--- src/rtl/hazard_ctrl.sv ---
// Stall/flush side of hazard resolution for the 5-stage core: load-use bubbles,
// taken-branch squash, mul/div freeze with watchdog, and saturating perf counters.
module hazard_ctrl #(
  parameter int MD_TIMEOUT = 64,
  parameter int CNT_W      = 32
) (
  input  logic             clk,
  input  logic             rst,
  input  logic [4:0]       id_rs1,
  input  logic [4:0]       id_rs2,
  input  logic             id_use_rs1,
  input  logic             id_use_rs2,
  input  logic [4:0]       ex_rd,
  input  logic             ex_mem_read,
  input  logic             ex_reg_write,
  input  logic             ex_branch_taken,
  input  logic             ex_md_start,
  input  logic             md_done,
  output logic             pc_stall,
  output logic             if_id_stall,
  output logic             if_id_flush,
  output logic             id_ex_stall,
  output logic             id_ex_flush,
  output logic             ex_mem_flush,
  output logic             md_busy,
  output logic             md_error,
  output logic [CNT_W-1:0] stall_cnt,
  output logic [CNT_W-1:0] flush_cnt
);

  localparam int WD_W = $clog2(MD_TIMEOUT + 1);

  typedef enum logic {RUN, MD_WAIT} state_e;

  state_e           state_q, state_d;
  logic [WD_W-1:0]  wd_q, wd_d;
  logic             md_error_q, md_error_d;
  logic [CNT_W-1:0] stall_cnt_q, stall_cnt_d;
  logic [CNT_W-1:0] flush_cnt_q, flush_cnt_d;
  logic             flush_inc;
  logic             load_use;

  // x0 is hardwired zero, so a load targeting it never creates a dependency
  assign load_use = ex_mem_read && ex_reg_write && (ex_rd != 5'd0) &&
                    ((id_use_rs1 && (ex_rd == id_rs1)) ||
                     (id_use_rs2 && (ex_rd == id_rs2)));

  always_comb begin
    state_d      = state_q;
    wd_d         = wd_q;
    md_error_d   = md_error_q;
    flush_inc    = 1'b0;
    pc_stall     = 1'b0;
    if_id_stall  = 1'b0;
    if_id_flush  = 1'b0;
    id_ex_stall  = 1'b0;
    id_ex_flush  = 1'b0;
    ex_mem_flush = 1'b0;
    md_busy      = 1'b0;
    case (state_q)
      RUN: begin
        if (ex_md_start && !md_done) begin
          pc_stall     = 1'b1;
          if_id_stall  = 1'b1;
          id_ex_stall  = 1'b1;
          ex_mem_flush = 1'b1;
          state_d      = MD_WAIT;
          wd_d         = WD_W'(1);
        end else if (ex_md_start) begin
          // single-cycle completion: nothing to hold
        end else if (ex_branch_taken) begin
          if_id_flush = 1'b1;
          id_ex_flush = 1'b1;
          flush_inc   = 1'b1;
        end else if (load_use) begin
          pc_stall    = 1'b1;
          if_id_stall = 1'b1;
          id_ex_flush = 1'b1;
        end
      end
      MD_WAIT: begin
        md_busy = 1'b1;
        if (md_done) begin
          state_d = RUN;
          wd_d    = '0;
        end else if (wd_q == WD_W'(MD_TIMEOUT)) begin
          // watchdog: release the pipe as if the result arrived, flag it
          md_error_d = 1'b1;
          state_d    = RUN;
          wd_d       = '0;
        end else begin
          pc_stall     = 1'b1;
          if_id_stall  = 1'b1;
          id_ex_stall  = 1'b1;
          ex_mem_flush = 1'b1;
          wd_d         = wd_q + WD_W'(1);
        end
      end
      default: state_d = RUN;
    endcase

    stall_cnt_d = stall_cnt_q;
    if (pc_stall && (stall_cnt_q != {CNT_W{1'b1}}))
      stall_cnt_d = stall_cnt_q + CNT_W'(1);
    flush_cnt_d = flush_cnt_q;
    if (flush_inc && (flush_cnt_q != {CNT_W{1'b1}}))
      flush_cnt_d = flush_cnt_q + CNT_W'(1);
  end

  always_ff @(posedge clk) begin
    if (rst) begin
      state_q     <= RUN;
      wd_q        <= '0;
      md_error_q  <= 1'b0;
      stall_cnt_q <= '0;
      flush_cnt_q <= '0;
    end else begin
      state_q     <= state_d;
      wd_q        <= wd_d;
      md_error_q  <= md_error_d;
      stall_cnt_q <= stall_cnt_d;
      flush_cnt_q <= flush_cnt_d;
    end
  end

  assign md_error  = md_error_q;
  assign stall_cnt = stall_cnt_q;
  assign flush_cnt = flush_cnt_q;

endmodule

--- config.mk ---
export PLATFORM = sky130hd
export DESIGN_NAME = hazard_ctrl
export DESIGN_NICKNAME = d
export VERILOG_FILES = /design/src/rtl/hazard_ctrl.sv
export SDC_FILE = /design/constraint.sdc
export NUM_CORES = 1
export LEC_CHECK = 0
export ABC_CLOCK_PERIOD_IN_PS = 2700
export CAP_MARGIN = 20
export CELL_PAD_IN_SITES_DETAIL_PLACEMENT = 1
export CELL_PAD_IN_SITES_GLOBAL_PLACEMENT = 1
export CORE_MARGIN = 3
export CORE_UTILIZATION = 32
export CTS_CLUSTER_SIZE = 28
export DETAILED_ROUTE_END_ITERATION = 8
export PLACE_DENSITY = 0.83
export SYNTH_ARGS = -nofsm -noshare
export SYNTH_HDL_FRONTEND = slang
export SYNTH_SLANG_ARGS = --single-unit
--- constraint.sdc ---
create_clock -name clk -period 2.7 [get_ports clk]
set_input_delay 0.675 -clock clk [delete_from_list [all_inputs] [get_ports clk]]
set_output_delay 0.675 -clock clk [all_outputs]
set_load 0.01 [all_outputs]
==> impl_metrics.yaml, run 1 <==
clock_network:
  cts_num_sinks: 73
  clock_tree.root_cell: "clkbuf_16"
  clkTransAtPathRegs_ns: 0.05
  clock_latency_ns: 0.33
  cts_buffers: 9
  cts_tree: "yes"
  ctsHtreeMaxLevel: 3
  clock_path_buffers: 2
layout:
  final_common_cell: "clkdlybuf4s50_1"
  filler_free_cell_count_of_the_finished_design: 696
  final_nets: 579
  nFillCells: 1345
  area_growth_pct: 42.7
  drive_gt1_frac: 0.144
  most_frequent_cells_in_the_layout: "clkdlybuf4s50_1 (77), nor2_1 (76), dfxtp_1 (73), xor2_1 (50), nand2_1 (34)"
  antennaDiodeCount: 0
floorplanning:
  std_cell_rows: 38
  die_area_um2: 12800
  fp.dieH_um: 113
  pin_count: 96
  core_area_um2: 11000
  floorplan.die.width_um: 113
  initial_utilization: 0.334
placement:
  placed_cells_incl_taps: 679
  preCtsSetupSlack_ns: -0.631
  gp_congestion: 0.875
  port_buffers: 95
  dp_hpwl_um: 8100
run:
  max_cap_violations: 0
routing:
  route.detailed.vias_per_inst: 5.13
  route.detailed.drc: 0
  route.antenna.remaining_nets: 0
  routed_wirelength_um: 11100
  drt-wirelength-per-cell_um: 15.9
  via_count: 3573
  drt_first_iter_violations: 117
  drtPass1Iterations: 4
yosys:
  synth_enable_flop_cells: 0
  yosysWarningCount: 0
  synth_area_in_simple_gates: 0.338
  synth_fa_ha_area_frac: 0.0136
  postSynth.asyncResetShare: 0
  synth.top_cells.by_area: "dfxtp_1 (40%), xor2_1 (12%), nor2_1 (7.8%), nand4_1 (4.8%), xnor2_1 (4.3%)"
  number_of_distinct_library_cells_after_synthesis: 42
  postSynthAreaPerCell_um2: 8.47
  synth-seq-area-share: 0.397
  synth.cell_area_um2: 3680
  netlist.area_leader.share: 0.397
  ys_ff_latch: 73
  mappedNetlistNets: 463
  main_combinational_cell_family_by_area_after_synthesis: "simple AND/OR/NAND/NOR gates"
  post-synth-top-area-cell: "dfxtp_1"
  synthesis.instances: 435
  muxShareOfSynthArea: 0.00272
  synthFlopType: "dfxtp_1"
  synth-compound-area-share: 0.0489
  post_synth_xor_area_fraction: 0.162
sta:
  fin_skew_ns: 0.00745
  final_worst_path_setup_slack_ns: 0.0623
  max_slew.worst_pin.slew_ns: 0.755
  timing_hold_violations_final: 0
  final_min_period_over_clock_period: 0.977
  grt_setup_unrepaired: "true"
  final-setup-viol-count: 0
  timing.max_slew.rel_slack: 0.497
  smallest_hold_slack_ns: 0.491
  period_needed_ns: 2.64
  fmax_ghz: 0.379
  timing.final.max_slew_violations: 0
setup_path:
  critPathRequiredTime_ns: 2.03
  critical_path_class: "in -> out"
  startpoint_of_the_worst_slack_reg_to_reg_timing_path: "stall_cnt[0]"
  endpoint_class_of_the_critical_path: "primary output"
  worst-path-max-fanout: 2
  critPathLaunch: "id_rs2[3]"
  worstPathArrival_ns: 1.96
  critical_path.startpoint_type: "input port"
power:
  cell_internal_power_w: 0.00184
  vdd.ir_drop.worst_mv: 0.231
  p_sw_frac: 0.223
  p_per_area_nw_per_um2: 450
  post_layout_total_power_w: 0.00237
  pwr-share-clk: 0.466
  share_comb_of_total_power: 0.073
  power.static_leakage_nw: 1.96
  seq_power_share: 0.461
  power_switching_w: 0.000528
outcome:
  run_status: "finished, final reports clean"
worst_hold_path:
  min_from: "wd_q[6]"
  holdCritPathClass: "reg -> reg"
global_route:
  grt_first_pass_wirelength_um: 18600
  track_usage: 0.177
  first_global_vias: 3794
  grt_antenna_before_repair: 0
  global_route.overflow_total: 0
  pin_count_of_the_biggest_net_entering_global_routing: 40
## logic make-up after synthesis
group                      after synthesis
buffers and inverters                   28
and+or+nand+nor                        231
adders and majority gates                4
AOI/OAI and AO/OA                       30
muxes                                    1
DFF                                     73
xor gates and xnor gates                68
## per-stage QoR
stage	util	setup TNS (ns)	instance area (um^2)
2_1_floorplan	-	0	3680
3_3_place_gp	0.445	-9.40	4900
3_5_place_dp	0.445	-13.01	4900
4_1_cts	0.471	0	5190
5_1_grt	0.476	-0.0146	5250
6_report	0.476	0	5250
## synth_stat cells (2+ instances only)
| library cell | count |
|---|---|
| xnor2_1 | 18 |
| buf_6 | 3 |
| a21oi_1 | 12 |
| nand2_1 | 34 |
| nand3_2 | 15 |
| nand4_1 | 28 |
| nor2b_1 | 4 |
| buf_4 | 2 |
| nand3_1 | 12 |
| nor2_1 | 77 |
| nand4_2 | 3 |
| dfxtp_1 | 73 |
| ha_1 | 4 |
| xor2_1 | 50 |
| nor3_1 | 12 |
| clkbuf_1 | 8 |
| or3_1 | 9 |
| a21o_1 | 2 |
| and3_1 | 19 |
| nor4_1 | 3 |
| o21ai_0 | 8 |
| nand2b_1 | 4 |
| buf_2 | 4 |
| inv_1 | 9 |
| and4_1 | 5 |
## power groups by stage
stage	Clock [W]	Combinational, W	Sequential (W)
global placement	0	0.000165	0.00111
CTS	0.00113	0.000169	0.00109
global route	0.00120	0.000187	0.00109
detailed placement	0	0.000170	0.00111
floorplan	0	0.0000803	0.00112
finish	0.00110	0.000172	0.00109
## final timing paths
kind,endpoint,slack (ns),depth (start not counted)
max,id_ex_flush,0.06,7
min,wd_q[6],0.49,2
max reg2reg,stall_cnt[21],0.20,9
min reg2reg,wd_q[6],0.49,2
## what timing repair did
item | 4_1_cts | 5_1_grt
gates resized for setup | 41 | 12
buffers inserted | 0 | 1
hold buffers | 0 | 0
gates cloned | 0 | 0
setup endpoints to repair | 12 | 12
pin swaps | 13 | 10
## layer usage
layer / vias to the layer above / share of wire / track usage
met3: 19 / 0.033 / 0.0267
met5: - / 0 / 0
li1: 1726 / - / -
met4: 0 / 0.022 / 0.0737
met2: 70 / 0.52 / 0.317
met1: 1758 / 0.43 / 0.209
## registers in the layout, summed over array words and instances, names as in the netlist
register	count
md_error	1
flush_cnt	32
state_q	1
stall_cnt	32
wd_q	7
## critical path, cell delays in order
cell	delay, ns
clkdlybuf4s50_1	0.47
xnor2_1	0.11
nand2_1	0.09
o22ai_2	0.21
a21oi_2	0.09
nor3_2	0.15
buf_2	0.15
## cell type report
type | instances | area (um^2) | share of cell area
clock buffer | 13 | 260 | 0.0495
clock inverter | 3 | 15.0 | 0.00286
inverter | 10 | 37.5 | 0.00714
timing repair buffer | 123 | 1150 | 0.219
sequential | 73 | 1460 | 0.278
multi-input combinational | 334 | 2150 | 0.410
tap | 140 | 175 | 0.0333
Note: power is estimated with default switching activity, not from simulation.
==> run 2: changes to the inputs <==
--- a/config.mk
+++ b/config.mk
@@ -6,14 +6,14 @@
 export NUM_CORES = 1
 export LEC_CHECK = 0
 export ABC_CLOCK_PERIOD_IN_PS = 2700
-export CAP_MARGIN = 20
 export CELL_PAD_IN_SITES_DETAIL_PLACEMENT = 1
 export CELL_PAD_IN_SITES_GLOBAL_PLACEMENT = 1
-export CORE_MARGIN = 3
+export CORE_MARGIN = 5
 export CORE_UTILIZATION = 32
 export CTS_CLUSTER_SIZE = 28
 export DETAILED_ROUTE_END_ITERATION = 8
 export PLACE_DENSITY = 0.83
+export SLEW_MARGIN = 20
 export SYNTH_ARGS = -nofsm -noshare
 export SYNTH_HDL_FRONTEND = slang
 export SYNTH_SLANG_ARGS = --single-unit
==> run 2 against run 1 <==
Against the previous run: register-to-register slack better by 0.12 ns; worst setup slack improved by 0.016 ns; largest cell class unchanged; hold slack improved by 0.0058 ns; cell area shrank 0.26%; total power increased by 5.4%; via count decreased by 1.3%; clock skew fell by 0.0012 ns; final cell count up 0.29%; combinational power shrank 5%; routed wire length increased by 1.4%.
==> impl_metrics.yaml, run 2 (synthesis results as in run 1) <==
setup_path:
  startpoint_of_the_worst_slack_reg_to_reg_timing_path: "stall_cnt[0]"
  worstPathArrival_ns: 1.95
  endpoint_class_of_the_critical_path: "primary output"
  critPathLaunch: "ex_rd[1]"
  critPathRequiredTime_ns: 2.03
  critical_path.startpoint_type: "input port"
  critical_path_class: "in -> out"
  worst-path-max-fanout: 3
routing:
  routed_wirelength_um: 11300
  route.detailed.vias_per_inst: 5.05
  via_count: 3526
  drtPass1Iterations: 4
  drt_first_iter_violations: 131
  route.detailed.drc: 0
  drt-wirelength-per-cell_um: 16.1
  route.antenna.remaining_nets: 0
power:
  p_per_area_nw_per_um2: 476
  power.static_leakage_nw: 1.96
  post_layout_total_power_w: 0.00249
  vdd.ir_drop.worst_mv: 0.282
layout:
  final_nets: 578
  area_growth_pct: 42.3
  most_frequent_cells_in_the_layout: "nor2_1 (76), clkdlybuf4s50_1 (75), dfxtp_1 (73), xor2_1 (50), nand2_1 (34)"
  nFillCells: 1363
  final_core_util: 0.461
  final_common_cell: "nor2_1"
  regArea_um2: 1460
  multi_input_area_um2: 2130
  antennaDiodeCount: 0
  filler_free_cell_count_of_the_finished_design: 698
  drive_gt1_frac: 0.141
clock_network:
  clock_tree.root_cell: "clkbuf_16"
  ctsHtreeMaxLevel: 3
  clock_latency_ns: 0.33
  clock_path_buffers: 2
  clkTransAtPathRegs_ns: 0.06
  cts_buffers: 9
  cts-hold-fix-buffers: 0
  cts_num_sinks: 73
  cts_tree: "yes"
outcome:
  run_status: "finished, final reports clean"
sta:
  period_needed_ns: 2.62
  smallest_hold_slack_ns: 0.497
  timing_hold_violations_final: 0
  final-setup-viol-count: 0
  fin_skew_ns: 0.00627
  fmax_ghz: 0.382
  timing.max_slew.rel_slack: 0.503
  max_slew.worst_pin.slew_ns: 0.745
  grt_setup_unrepaired: "false"
  final_min_period_over_clock_period: 0.971
  timing.final.max_slew_violations: 0
placement:
  gp_congestion: 0.823
  placed_cells_incl_taps: 680
  port_buffers: 95
  dp_hpwl_um: 8350
global_route:
  pin_count_of_the_biggest_net_entering_global_routing: 41
  grt_first_pass_wirelength_um: 18300
  track_usage: 0.167
  global_route.overflow_total: 0
  grt_antenna_before_repair: 0
  grt_util_met2: 0.300
  grt_use_met3: 0.0308
  busiest_layer: "met2"
  first_global_vias: 3690
  grt.met1_usage: 0.198
floorplanning:
  floorplan.die.width_um: 117
  fp.dieH_um: 117
  die_area_um2: 13800
  std_cell_rows: 39
  pin_count: 96
  initial_utilization: 0.324
  core_area_um2: 11400
run:
  max_cap_violations: 0
worst_hold_path:
  holdCritPathClass: "reg -> reg"
  min_from: "md_error"
==> run 2: cell types whose count changed in the layout (fill, tap and decap cells not counted), sizes merged, moves of 2 or more <==
cell,delta
buf,-2
dlymetal6s2s,+2
clkbuf,+3
clkdlybuf4s50,-2
clkinv,-2
==> run 2: where the power goes <==
part	total, W	internal [W]	switching [W]
sequential	0.00109	0.00108	0.00000894
combinational	0.000163	0.0000791	0.0000835
clock	0.00124	0.000791	0.000449
==> run 2: final cells by class <==
class / instances / area share
Multi-Input combinational cell: 334 / 0.406
Sequential cell: 73 / 0.279
Timing Repair Buffer: 122 / 0.214
Clock buffer: 14 / 0.0523
Tap cell: 143 / 0.0341
Inverter: 10 / 0.00716
Clock inverter: 2 / 0.00669
==> run 2: worst max-delay path, cell delays in order <==
cell and delay [ns]:
clkbuf_2 0.11, or3_1 0.37, o311a_1 0.38, a31o_4 0.26, buf_2 0.14
==> run 2: what timing repair did <==
action                     4_1_cts  5_1_grt
setup buffers                    0        2
cloned                           0        0
gates resized for setup         34       14
pin swaps                       11       10
setup endpoints to repair       11       11
==> run 2: through the flow <==
| stage | setup TNS (ns) | setup WS, ns | area, um^2 |
|---|---|---|---|
| floorplan | 0 | 0.0391 | 3680 |
| global placement | -9.03 | -0.599 | 4890 |
| detailed placement | -12.47 | -0.646 | 4890 |
| CTS | -0.0322 | -0.0173 | 5200 |
| global route | 0 | 0.00995 | 5240 |
| finish | 0 | 0.0788 | 5240 |
==> run 2: routing by layer <==
| metal | part of all wire | routed length (um) |
|---|---|---|
| met1 | 0.43 | 4840 |
| met2 | 0.52 | 5840 |
| met3 | 0.038 | 426 |
| met4 | 0.013 | 141 |
| met5 | 0 | 0 |
==> run 2: final timing paths <==
kind | to | slack (ns) | cells past startpoint
min | md_error | 0.50 | 2
min reg2reg | md_error | 0.50 | 2
max | pc_stall | 0.08 | 5
max reg2reg | stall_cnt[21] | 0.32 | 9
==> run 3: changes to the inputs <==
--- a/config.mk
+++ b/config.mk
@@ -10,6 +10,7 @@
 export CELL_PAD_IN_SITES_GLOBAL_PLACEMENT = 1
 export CORE_MARGIN = 5
 export CORE_UTILIZATION = 32
+export CTS_CLUSTER_DIAMETER = 100
 export CTS_CLUSTER_SIZE = 28
 export DETAILED_ROUTE_END_ITERATION = 8
 export PLACE_DENSITY = 0.83
==> results of run 3 <==
Final layout, timing and power as in run 2 (identical DEF).
